===== config.mk =====
export PLATFORM = sky130hd
export DESIGN_NAME = sigdel_sched
export DESIGN_NICKNAME = d
export VERILOG_FILES = /design/src/rtl/sigdel_sched.sv
export SDC_FILE = /design/constraint.sdc
export NUM_CORES = 1
export LEC_CHECK = 0
export BUFFER_PORTS_ARGS = -buffer_cell sky130_fd_sc_hd__buf_2
export CAP_MARGIN = 25
export CORE_MARGIN = 10
export CORE_UTILIZATION = 53
export DETAILED_ROUTE_END_ITERATION = 10
export GPL_ROUTABILITY_DRIVEN = 0
export HOLD_SLACK_MARGIN = 0.06
export PLACE_DENSITY_LB_ADDON = 0.05
export SYNTH_ARGS = -nofsm -noshare
export SYNTH_HDL_FRONTEND = slang
export SYNTH_SLANG_ARGS = --single-unit

===== constraint.sdc =====
create_clock -name clk -period 3.9 [get_ports clk]
set_input_delay 0.78 -clock clk [delete_from_list [all_inputs] [get_ports clk]]
set_output_delay 0.78 -clock clk [all_outputs]
set_load 0.01 [all_outputs]

===== src/rtl/sigdel_sched.sv =====
// Round-robin sample scheduler for the shared sigma-delta modulator.
// Holds each accepted sample for an N-cycle window and reports the modulator ones count.
module sigdel_sched #(
    parameter int unsigned DW    = 8,
    parameter int unsigned OSR_W = 8
) (
    input  logic             clk,
    input  logic             rst,
    input  logic             en,
    input  logic [OSR_W-1:0] osr,
    input  logic             req0_valid,
    input  logic [DW-1:0]    req0_data,
    output logic             req0_ready,
    input  logic             req1_valid,
    input  logic [DW-1:0]    req1_data,
    output logic             req1_ready,
    output logic [DW-1:0]    mod_inp,
    output logic             mod_load,
    input  logic             mod_bit,
    output logic             grant_id,
    output logic [OSR_W-1:0] dec_data,
    output logic             dec_id,
    output logic             dec_valid,
    output logic             busy
);

    typedef enum logic {
        IDLE = 1'b0,
        HOLD = 1'b1
    } state_t;

    state_t           state_q, state_d;
    logic [DW-1:0]    mod_inp_q, mod_inp_d;
    logic             mod_load_q, mod_load_d;
    logic             grant_id_q, grant_id_d;
    logic             last_grant_q, last_grant_d;
    logic [OSR_W-1:0] cnt_q, cnt_d;
    logic [OSR_W-1:0] acc_q, acc_d;
    logic [OSR_W-1:0] dec_data_q, dec_data_d;
    logic             dec_id_q, dec_id_d;
    logic             dec_valid_q, dec_valid_d;
    logic             busy_q, busy_d;

    logic             final_c;
    logic             accept_c;
    logic             gsel_c;
    logic [OSR_W-1:0] ones_c;

    // Accept window: idle, or the last cycle of a hold so windows run back-to-back.
    assign final_c  = (state_q == HOLD) && (cnt_q == '0);
    assign accept_c = !rst && en && (req0_valid || req1_valid)
                      && ((state_q == IDLE) || final_c);
    assign gsel_c   = (req0_valid && req1_valid) ? !last_grant_q : req1_valid;
    assign ones_c   = acc_q + OSR_W'(mod_bit);

    assign req0_ready = accept_c && !gsel_c;
    assign req1_ready = accept_c && gsel_c;

    always_comb begin
        state_d      = state_q;
        mod_inp_d    = mod_inp_q;
        mod_load_d   = 1'b0;
        grant_id_d   = grant_id_q;
        last_grant_d = last_grant_q;
        cnt_d        = cnt_q;
        acc_d        = acc_q;
        dec_data_d   = dec_data_q;
        dec_id_d     = dec_id_q;
        dec_valid_d  = 1'b0;
        busy_d       = busy_q;

        if (state_q == HOLD) begin
            if (!final_c) begin
                acc_d = ones_c;
                cnt_d = cnt_q - OSR_W'(1);
            end else begin
                dec_data_d  = ones_c;
                dec_id_d    = grant_id_q;
                dec_valid_d = 1'b1;
                state_d     = IDLE;
                busy_d      = 1'b0;
            end
        end

        // A new accept overrides the return to idle; osr of zero means a one-cycle window.
        if (accept_c) begin
            mod_inp_d    = gsel_c ? req1_data : req0_data;
            grant_id_d   = gsel_c;
            last_grant_d = gsel_c;
            cnt_d        = (osr == '0) ? '0 : osr - OSR_W'(1);
            acc_d        = '0;
            mod_load_d   = 1'b1;
            state_d      = HOLD;
            busy_d       = 1'b1;
        end
    end

    always_ff @(posedge clk or posedge rst) begin
        if (rst) begin
            state_q      <= IDLE;
            mod_inp_q    <= '0;
            mod_load_q   <= 1'b0;
            grant_id_q   <= 1'b0;
            last_grant_q <= 1'b1;
            cnt_q        <= '0;
            acc_q        <= '0;
            dec_data_q   <= '0;
            dec_id_q     <= 1'b0;
            dec_valid_q  <= 1'b0;
            busy_q       <= 1'b0;
        end else begin
            state_q      <= state_d;
            mod_inp_q    <= mod_inp_d;
            mod_load_q   <= mod_load_d;
            grant_id_q   <= grant_id_d;
            last_grant_q <= last_grant_d;
            cnt_q        <= cnt_d;
            acc_q        <= acc_d;
            dec_data_q   <= dec_data_d;
            dec_id_q     <= dec_id_d;
            dec_valid_q  <= dec_valid_d;
            busy_q       <= busy_d;
        end
    end

    assign mod_inp   = mod_inp_q;
    assign mod_load  = mod_load_q;
    assign grant_id  = grant_id_q;
    assign dec_data  = dec_data_q;
    assign dec_id    = dec_id_q;
    assign dec_valid = dec_valid_q;
    assign busy      = busy_q;

endmodule


### Yosys cells after proc, flatten, opt, wreduce, memory -nomap -nowiden

Cells that the tools add are included.

* output and inout port bits: 23
* register bits after elaboration: 39
* input bits: 30
* logic and storage cells: 53

* reductions and logical operators: 19
* mux-type cells: 18
* add/sub/neg operators: 3
* eq/ne operators: 1
* bitwise logic cells: 1

Operators with widths (number)
* two-way mux 8 bit: 8
* logical NOT 8 bit: 2
* subtractor 8 x 1 -> 8 bit, second input constant: 2
* two-way mux 1 bit: 10
* adder 8 x 1 -> 8 bit: 1
* logical AND 1 bit: 7
* AND reduction 2 bit: 3
* nonzero test 2 bit: 2
* logical NOT 1 bit: 3
* logical OR 1 bit: 2
* inequality test 2 x 1 -> 1 bit, second input constant: 1
* inverter 1 bit: 1

### Depth between registers and ports, before layout

Gate-level depths: netlist of run 1.

* depth in word-level cells: 6
* gate-level depth with buffers: 7
* gate-level depth less buffers: 7

### Least setup slack after synthesis of run 1

Ideal clock, no wire load.

* kind: in2out
* start point: in rst
* end point: out req0_ready
* stages: 6
* setup slack: 410 ps
* arrival: 2710 ps
* data required time: 3120 ps
* cell sequence: inv_1 o211a_1 clkbuf_1 nand2_1 buf_2 nor2_1

* longest elaborated chain between the ends: 5

RTL lines
* start: declaration: RTL line 8 `input logic rst,`
* logical NOT 1 bit (no line)
* logical AND 1 bit (2 in series): RTL line 51 `assign accept_c = !rst && en && (req0_valid || req1_valid)`
* logical AND 1 bit: RTL line 52 `&& ((state_q == IDLE) || final_c);`
* logical AND 1 bit: RTL line 56 `assign req0_ready = accept_c && !gsel_c;`
* end: declaration: RTL line 13 `output logic req0_ready,`

No other way between the ends.

### Worst setup path in the final report of run 1

* start point: reg cnt_q[0]
* end point: out req0_ready

* longest elaborated chain between the ends: 5

RTL lines
* start: declaration: RTL line 37 `logic [OSR_W-1:0] cnt_q, cnt_d;`
* start signal: assignment: RTL line 117 `cnt_q <= cnt_d;`
* logical NOT 8 bit: RTL line 50 `assign final_c = (state_q == HOLD) && (cnt_q == '0);`
* logical AND 1 bit: RTL line 50
* logical OR 1 bit: RTL line 52
* logical AND 1 bit: RTL line 52
* logical AND 1 bit: RTL line 56

No other way between the ends.

==> metrics.md, run 1 <==
| Metric | Value |
|---|---|
| Proportion of power drawn by combinational gates | 19.3% |
| Worst Path Class, Setup | reg2out |
| Library cell with the highest instance count after synthesis | dfrtp_1 |
| Placed cell count | 308 |
| Critical Path Sink Type | output port |
| Worst-case clock skew | 6.29 ps |
| Number of DRC markers after the initial detailed-route iteration | 87 |
| Number of buffers inserted during clock tree synthesis | 5 |
| Internal cell power | 0.843 mW |
| Global routing usage summed across all routing layers | 13.8% |
| Peak ir drop on the vdd network | 233 uV |
| Antenna violations before repair | 0 |
| Layout Nets | 300 |
| Syn nets | 247 |
| Worst Reg2Reg Path Length in Cells | 7 |
| Die height | 84.1 um |
| Overflow left after global routing | 0 |
| I/O Buffers | 52 |
| Power density normalized to cell area | 452 mW/mm2 |
| Worst-skew pair later-pin latency | 290 ps |
| Count of distinct cell types in the synthesized netlist | 49 |
| Slew headroom | 61.4% |
| Average vias per placed instance | 5.65 |
| CTS tree | built |
| Worst setup slack for register-to-register paths | 1650 ps |
| Effective utilization at floorplan | 54.8% |
| Total of endpoints with negative setup slack in the final report | 0 |
| Clk sink count | 39 |
| Primary FF master, synth | dfrtp_1 |
| Hold Crit Endpoint | dec_data[5]$_DFFE_PP0P_ |
| CTS clk-pin slew, worst paths | 70 ps |
| Count of instances resized after the clock tree is built | 0 |
| Antenna diode count | 0 |
| Fmax | 0.314 GHz |
| Type of element launching the critical path | flip-flop |
| Run status | finished, final reports clean |
| Residual DRC count | 0 |
| Via Count | 1784 |
| Proportion of register bits with asynchronous set or reset after synthesis | 100% |
| Portion of total power attributed to the clock network | 33.4% |
| Count of boundary I/O pins | 53 |
| Leading post-synthesis cells by cell area | dfrtp_1 (44%), mux2i_1 (6.4%), o21ai_0 (5.1%), nand2_1 (3.1%), mux2_2 (3.1%) |
| Sw power | 0.341 mW |
| Mean routed wirelength per cell | 15.3 um |
| Max FO, Critical Path | 16 |
| Static power due to leakage | 1.31 nW |
| Top cell types by occurrence after synthesis | dfrtp_1 (38), o21ai_0 (22), nand2_1 (18), mux2i_1 (14), nand3_1 (10) |
| Fraction of layout cells with a size suffix above 1 | 30.5% |
| Worst Max-Slew Pin Slew | 574 ps |
| Worst endpoint required time | 3120 ps |
| Cell Rows | 23 |
| Endpoints failing hold | 0 |
| Sum of routed wire length over all layers | 4.85 mm |
| Number of synthesized register bits | 39 |
| Final Instance Count excl. Fillers | 316 |
| RSZ-0062 raised after global routing | no |
| Syn. warnings | 0 |
| Hold-fix buffers at CTS | 0 |
| Post-CTS repair timing setup buffer count | 0 |
| Switching Fraction | 28.8% |
| Launch instance of the worst register-to-register path | cnt_q[0]$_DFFE_PP0P_ |
| Post-detail-place hpwl | 3.59 mm |
| Sequential cell fraction of total power | 47.3% |
| Post-synthesis average cell area | 10.3 um2 |
| Top-area cell type share of the netlist area | 43.7% |
| Time the worst path needs with I/O delays and setup | 3180 ps |
| Antenna viol nets, final | 0 |
| Floorplan die width | 84.1 um |
| Die area | 0.00707 mm2 |
| Area inside the core boundary | 0.00397 mm2 |
| Hold depth | 2 |
| Number of iterations in the first detailed-routing pass | 4 |
| Max-slew violation total from the final report | 0 |
| Maximum buffer depth of the clock tree | 2 |
| Area Overhead vs Synth | 20.4% |
| Sequential element share of the synthesized area | 44.9% |
| Pin count of the biggest net entering global routing | 41 |
| Post-synthesis instance total | 212 |
| Final setup TNS | 0 ps |
| H-tree levels | 2 |
| Beginning of the worst hold path | dec_data[5]$_DFFE_PP0P_ |
| Cell taking the most area after synthesis | dfrtp_1 |
| Path type of the worst min-delay path | reg2reg |
| Via count of the first global-routing pass | 1817 |
| Share of the clock period used by the worst path after layout | 81.7% |
| Crit path arrival time | 2400 ps |
| First-pass GRT wire length | 8.29 mm |
| Crit Reg-Reg Endpoint | acc_q[7]$_DFFE_PP0P_ |
| Number of violations of the max-capacitance limit | 0 |
| Synthesized area | 0.00217 mm2 |
| Root Buffer Master | clkbuf_8 |
| Post-synth EDFFs | 0 |
[power by group through the flow]
stage	clock network (mW)	registers (mW)	logic, mW
after global routing	0.422	0.572	0.266
after CTS	0.405	0.559	0.231
final	0.395	0.560	0.229
after floorplan	0	0.551	0.175
after global placement	0	0.566	0.229
after detailed placement	0	0.567	0.229
[layer usage]
metal | GRT usage (%) | vias to the layer above | part of all wire [%]
li1 | - | 885 | -
met1 | 16.4 | 843 | 46
met2 | 22.5 | 50 | 48
met3 | 5.57 | 6 | 5.6
met4 | 3.20 | 0 | 0.91
met5 | 0 | - | 0
[worst max-delay path: stages (launching register included)]
cell and delay (ps):
dfrtp_1 420, inv_1 70, ha_1 200, nor3b_4 380
a21bo_2 330, nand2_1 380, nor2_1 200, buf_2 150
[final cells by class]
class / instances / area [um2]
well taps: 50 / 62.6
clock buffers: 6 / 72.6
flip-flops and latches: 39 / 977
inverters: 8 / 30.0
fillers: 316 / 1350
multi-input cells: 155 / 1120
repair buffers: 56 / 290
clock inverters: 2 / 60.1
[registers in the layout (all words and copies together) (netlist names)]
register and flops:
acc_q 8, busy 1, cnt_q 8, dec_data 8, dec_id 1, dec_valid 1, grant_id 1, last_grant_q 1
mod_inp 8, mod_load 1, state_q 1
[stage by stage]
stage	setup WS (ps)	cell area [um2]	util, %	hold slack, ps	total power [mW]
after detailed placement	996	2480	62.6	465	0.796
final	715	2620	65.9	475	1.18
after CTS	679	2620	65.9	483	1.20
after floorplan	410	2170	-	471	0.726
after global routing	453	2620	65.9	504	1.26
after global placement	1090	2480	62.6	457	0.795
[worst max path at each step]
stage                         startpoint          to  slack [ps]  cells past startpoint
finish              cnt_q[0]$_DFFE_PP0P_  req0_ready         720                      7
global route        cnt_q[0]$_DFFE_PP0P_  req0_ready         450                      7
CTS                 cnt_q[0]$_DFFE_PP0P_  req0_ready         680                      7
detailed placement  cnt_q[0]$_DFFE_PP0P_  req0_ready        1000                      7
global placement                     rst  req0_ready        1090                      6
floorplan                            rst  req0_ready         410                      6
[cell usage in the layout, fill, tap and decap left out, types with 2 or more instances in the layout]
| cell type | count |
|---|---|
| nor2_1 | 7 |
| a22o_1 | 3 |
| clkbuf_8 | 5 |
| xor2_1 | 4 |
| o211ai_1 | 5 |
| o21ai_1 | 2 |
| nand3_1 | 10 |
| or3_1 | 2 |
| bufinv_16 | 2 |
| a211oi_1 | 2 |
| o211a_1 | 2 |
| nor2b_1 | 2 |
| and3_1 | 4 |
| buf_4 | 4 |
| inv_1 | 8 |
| dfrtp_1 | 38 |
| a21oi_1 | 6 |
| nor3_1 | 5 |
| o21ai_0 | 22 |
| buf_2 | 52 |
| mux2i_1 | 14 |
| nand2_1 | 18 |
| mux2_2 | 6 |
| ha_1 | 5 |
| o31ai_1 | 2 |
| a21o_1 | 3 |
| xnor2_1 | 4 |
| a31oi_1 | 4 |
[kinds of logic (layout without fill, tap and decap cells)]
logic type / after synthesis / in the layout / share of synthesized area, %
AND/OR/NAND/NOR: 62 / 62 / 16.9
AO/OA/AOI/OAI: 59 / 59 / 18.7
XOR/XNOR: 8 / 8 / 3.22
flip-flops: 39 / 39 / 44.9
multiplexers: 21 / 21 / 10.1
buffers and inverters: 18 / 72 / 3.34
adder cells (fa/ha/maj): 5 / 5 / 2.88
(Power assumes the default switching activity.)
==> inputs of run 2 (changes only) <==
==> constraint.sdc (replaced) <==
create_clock -name clk -period 3.1 [get_ports clk]
set_input_delay 0.62 -clock clk [delete_from_list [all_inputs] [get_ports clk]]
set_output_delay 0.62 -clock clk [all_outputs]
set_load 0.01 [all_outputs]
==> run 2 against run 1 <==
- global-route usage grew 1.4 points
- register-to-register slack lost 740 ps
- setup slack lost 310 ps
- die area is the same
- via count grew 2.0%
- hold slack lost 210 ps
- largest power group unchanged
- first-iteration DRC count grew 23%
- critical endpoint is now req1_ready
- flip-flop and latch count is the same
- clock power shrank 13%
- sequential power grew 26%
- critical path type unchanged
- count of clock-buffer cells in the layout is the same
- power grew 14%
==> metrics.md, run 2 (synthesized netlist as in run 1, its figures left out) <==
| Metric | Value |
|---|---|
| Cell Rows | 23 |
| Endpoints failing hold | 0 |
| Via count of the first global-routing pass | 1883 |
| Maximum buffer depth of the clock tree | 2 |
| Max FO, Critical Path | 11 |
| CTS tree | built |
| Worst endpoint required time | 2480 ps |
| Layout Nets | 303 |
| First-pass GRT wire length | 9.03 mm |
| Number of DRC markers after the initial detailed-route iteration | 107 |
| Fmax | 0.372 GHz |
| Mean routed wirelength per cell | 16.1 um |
| Highest-count cells in the layout ignoring fill and taps | buf_2 (52), dfrtp_1 (38), o21ai_0 (22) |
| RSZ-0062 raised after global routing | no |
| Slew headroom | 39.2% |
| Count of boundary I/O pins | 53 |
| Total of endpoints with negative setup slack in the final report | 0 |
| Post-CTS repair timing setup buffer count | 0 |
| Peak ir drop on the vdd network | 351 uV |
| Most common cell after layout, fill and taps aside | buf_2 |
| I/O Buffers | 52 |
| Die height | 84.1 um |
| Total cell area at the placement stage | 0.00251 mm2 |
| Average vias per placed instance | 5.72 |
| Antenna violations before repair | 0 |
| Worst-case clock skew | 5.34 ps |
| Critical Path Sink Type | output port |
| Worst Path Class, Setup | reg2out |
| Max-slew violation total from the final report | 0 |
| Final setup TNS | 0 ps |
| Area inside the core boundary | 0.00397 mm2 |
| Number of buffers inserted during clock tree synthesis | 5 |
| Path type of the worst min-delay path | in2async |
| H-tree levels | 2 |
| Floorplan die width | 84.1 um |
| Fraction of layout cells with a size suffix above 1 | 31.7% |
| Worst-skew pair later-pin latency | 290 ps |
| Clk sink count | 39 |
| Via Count | 1820 |
| Type of element launching the critical path | flip-flop |
| Final standard cell utilization of the core | 65.4% |
| Die area | 0.00707 mm2 |
| Root Buffer Master | clkbuf_8 |
| Number of violations of the max-capacitance limit | 0 |
| Static power due to leakage | 1.30 nW |
| Global routing usage summed across all routing layers | 15.2% |
| Power density normalized to cell area | 518 mW/mm2 |
| Share of the clock period used by the worst path after layout | 86.8% |
| Sum of routed wire length over all layers | 5.12 mm |
| Worst Max-Slew Pin Slew | 908 ps |
| Post-detail-place hpwl | 3.93 mm |
| Overflow left after global routing | 0 |
| Final std cell area, no fill | 0.00260 mm2 |
| Pin count of the biggest net entering global routing | 21 |
| Run status | finished, final reports clean |
| Number of iterations in the first detailed-routing pass | 4 |
| Antenna viol nets, final | 0 |
| Area Overhead vs Synth | 19.5% |
| CTS clk-pin slew, worst paths | 70 ps |
| Crit path arrival time | 2070 ps |
| Count of instances resized after the clock tree is built | 0 |
| Antenna diode count | 0 |
| Time the worst path needs with I/O delays and setup | 2690 ps |
| Total of fill cells in the finished design | 328 |
| Residual DRC count | 0 |
| Effective utilization at floorplan | 54.8% |
| Hold-fix buffers at CTS | 0 |
==> run 2: cell count changes in the layout (fill, tap and decap cells not counted), sizes merged <==
| cell | change |
|---|---|
| buf | +3 |
| bufinv | -2 |
| clkinv | +1 |
| clkinvlp | +1 |
| inv | -1 |
==> run 2: worst max-delay path: stages, from the launching register on <==
cell and delay, ps:
dfrtp_1 410, inv_1 70, ha_1 200, nor3b_4 380, a21bo_2 340, and3_1 240, buf_2 140
==> run 2: metal layers <==
layer  part of all wire (%)  vias up  GRT usage, %  routed length [um]
met5                      0        -             0                   0
met4                    1.0        0          4.11                  51
met2                     45       59          22.8                2330
li1                       -      887             -                   -
met3                    7.6        7          6.54                 388
met1                     46      867          19.3                2360
==> run 2: path summary, 6_finish.rpt <==
check	from	end	depth (start not counted)	slack (ps)
worst max-delay path	cnt_q[0]$_DFFE_PP0P_	req1_ready	6	410
worst min-delay path	rst	cnt_q[3]$_DFFE_PP0P_	2	270
worst max register to register	cnt_q[0]$_DFFE_PP0P_	dec_data[2]$_DFFE_PP0P_	5	910
worst min register to register	dec_data[5]$_DFFE_PP0P_	dec_data[5]$_DFFE_PP0P_	2	480
max in group asynchronous	rst	mod_inp[1]$_DFFE_PP0P_	3	2320
min in group clk	dec_data[5]$_DFFE_PP0P_	dec_data[5]$_DFFE_PP0P_	2	480
==> run 2: final cells by class <==
type | count | area (um2) | area share (%)
clock buffers | 6 | 82.6 | 3.18
clock inverters | 1 | 5.00 | 0.193
inverters | 8 | 33.8 | 1.30
multi-input cells | 155 | 1120 | 43.3
flip-flops and latches | 39 | 977 | 37.6
well taps | 50 | 62.6 | 2.41
repair buffers | 59 | 313 | 12.0
==> run 2: stage by stage <==
step	hold WS [ps]	power [mW]	setup WS, ps	cells
after floorplan	471	0.913	378	212
after global placement	457	1.00	763	311
after detailed placement	464	1.01	708	311
after CTS	263	1.36	386	318
after global routing	267	1.44	220	318
final	265	1.35	410	318
==> run 2: power by group <==
part,internal (mW),leakage [nW],switching (mW)
combinational,0.149,0.786,0.147
sequential,0.591,0.466,0.114
clock,0.175,0.0470,0.171
==> inputs of run 3 (changes only) <==
--- a/config.mk
+++ b/config.mk
@@ -6,13 +6,12 @@
 export NUM_CORES = 1
 export LEC_CHECK = 0
 export BUFFER_PORTS_ARGS = -buffer_cell sky130_fd_sc_hd__buf_2
-export CAP_MARGIN = 25
 export CORE_MARGIN = 10
 export CORE_UTILIZATION = 53
 export DETAILED_ROUTE_END_ITERATION = 10
 export GPL_ROUTABILITY_DRIVEN = 0
 export HOLD_SLACK_MARGIN = 0.06
-export PLACE_DENSITY_LB_ADDON = 0.05
+export PLACE_DENSITY_LB_ADDON = 0.1
 export SYNTH_ARGS = -nofsm -noshare
 export SYNTH_HDL_FRONTEND = slang
 export SYNTH_SLANG_ARGS = --single-unit
==> run 3 against run 2 <==
- clock skew increased by 2.9 ps
- hold slack improved by 210 ps
- setup slack improved by 36 ps
- flip-flop and latch count unchanged
- via count decreased by 1.4%
- critical endpoint unchanged
- core utilization decreased by 0.25 points
==> metrics.md, run 3 (synthesized netlist as in run 1, its figures left out) <==
| Metric | Value |
|---|---|
| Antenna diode count | 0 |
| Global routing usage summed across all routing layers | 14.2% |
| Post-detail-place hpwl | 3.68 mm |
| Floorplan die width | 84.1 um |
| Die height | 84.1 um |
| Post-CTS repair timing setup buffer count | 0 |
| Pin count of the biggest net entering global routing | 41 |
| Clk sink count | 39 |
| Number of DRC markers after the initial detailed-route iteration | 91 |
| Final Instance Count excl. Fillers | 318 |
| Worst Path Class, Setup | reg2out |
| Number of violations of the max-capacitance limit | 0 |
| Endpoints failing hold | 0 |
| Slew headroom | 58.2% |
| Total cell area at the placement stage | 0.00250 mm2 |
| CP max-delay cell | dfrtp_1 |
| Cells along the critical path | inv_1 > ha_1 > nor3b_4 > a21bo_2 > and3_1 > buf_2 |
| I/O Buffers | 52 |
| Residual DRC count | 0 |
| Wire length on met2 | 2.08 mm |
| Worst setup timing slack at the placement stage | 735 ps |
| Time the worst path needs with I/O delays and setup | 2650 ps |
| Final standard cell utilization of the core | 65.2% |
| Path type of the worst min-delay path | reg2reg |
| Worst-skew pair later-pin latency | 290 ps |
| Cell Rows | 23 |
| Overflow left after global routing | 0 |
| H-tree levels | 2 |
| Via Count | 1795 |
| Worst Max-Slew Pin Slew | 624 ps |
| Met3 wire len | 362 um |
| Final setup TNS | 0 ps |
| Max-slew violation total from the final report | 0 |
| Number of buffers inserted during clock tree synthesis | 5 |
| Total of fill cells in the finished design | 352 |
| Fmax | 0.377 GHz |
| Worst-case clock skew | 8.22 ps |
| Final WS setup | 446 ps |
| Die area | 0.00707 mm2 |
| Maximum buffer depth of the clock tree | 2 |
| Share of the clock period used by the worst path after layout | 85.6% |
| Sum of routed wire length over all layers | 4.80 mm |
| Antenna viol nets, final | 0 |
| Most common cell after layout, fill and taps aside | buf_2 |
| Mean routed wirelength per cell | 15.1 um |
| Power density normalized to cell area | 511 mW/mm2 |
| Layout Nets | 302 |
| Root Buffer Master | clkbuf_8 |
| CTS clk-pin slew, worst paths | 70 ps |
| Count of instances resized after the clock tree is built | 0 |
| Fraction of layout cells with a size suffix above 1 | 31.3% |
| Placed cell count | 310 |
| Final std cell area, no fill | 0.00259 mm2 |
| CTS tree | built |
| Worst endpoint required time | 2480 ps |
| Area Overhead vs Synth | 19.0% |
| First-pass GRT wire length | 8.54 mm |
| Average vias per placed instance | 5.64 |
| Highest metal used | met4 |
| M1 WL | 2.30 mm |
| Type of element launching the critical path | flip-flop |
| Run status | finished, final reports clean |
| Number of iterations in the first detailed-routing pass | 4 |
| Effective utilization at floorplan | 54.8% |
| Static power due to leakage | 1.29 nW |
| Antenna violations before repair | 0 |
| Via count of the first global-routing pass | 1846 |
| Peak ir drop on the vdd network | 279 uV |
| Hold-fix buffers at CTS | 0 |
| RSZ-0062 raised after global routing | no |
| Highest-count cells in the layout ignoring fill and taps | buf_2 (52), dfrtp_1 (38), o21ai_0 (22) |
| Total of endpoints with negative setup slack in the final report | 0 |
| Delay of the slowest cell on the worst path | 420 ps |
| Crit path arrival time | 2030 ps |
| Critical Path Sink Type | output port |
| Count of boundary I/O pins | 53 |
| Max FO, Critical Path | 11 |
| Area inside the core boundary | 0.00397 mm2 |
-- run 3: metrics by stage --
step	power [mW]	hold WS, ps
CTS	1.34	477
detailed placement	1.01	459
global placement	1.00	455
global route	1.41	518
floorplan	0.913	471
finish	1.32	473
-- run 3: area by class of cell --
cell class / count / area (um2) / share of cell area (%)
tap: 50 / 62.6 / 2.42
inverter: 8 / 33.8 / 1.30
timing repair buffer: 58 / 305 / 11.8
clock buffer: 6 / 72.6 / 2.80
sequential: 39 / 977 / 37.7
multi-input combinational: 155 / 1120 / 43.5
clock inverter: 2 / 12.5 / 0.483
-- run 3: routing by layer --
layer | global-route usage [%] | vias up
met5 | 0 | -
met4 | 3.20 | 0
met3 | 5.96 | 8
met2 | 21.7 | 63
met1 | 18.0 | 836
li1 | - | 888
-- run 3: path summary, 6_finish.rpt --
path                            cells after the start                  endpoint                 start  slack [ps]
worst max-delay path                                6                req1_ready  cnt_q[0]$_DFFE_PP0P_         450
worst min-delay path                                2          busy$_DFFE_PP0P_      busy$_DFFE_PP0P_         470
worst max register to register                      7      acc_q[4]$_DFFE_PP0P_  cnt_q[0]$_DFFE_PP0P_         980
worst min register to register                      2          busy$_DFFE_PP0P_      busy$_DFFE_PP0P_         470
max in group asynchronous                           3  last_grant_q$_DFFE_PP1P_                   rst        2260
min in group asynchronous                           3      acc_q[7]$_DFFE_PP0P_                   rst         480
-- run 3: critical path: cells and delay by family, from the launching register on --
family,cells,cell delay [ps]
simple gates,2,590
flops,1,420
buf+inv,2,210
fa+ha+maj,1,190
compound gates,1,340
-- run 3: power breakdown --
part / total [mW] / internal, mW / leakage (nW) / switching, mW
Clock: 0.327 / 0.157 / 0.0412 / 0.170
Sequential: 0.709 / 0.591 / 0.466 / 0.118
Combinational: 0.286 / 0.148 / 0.781 / 0.138
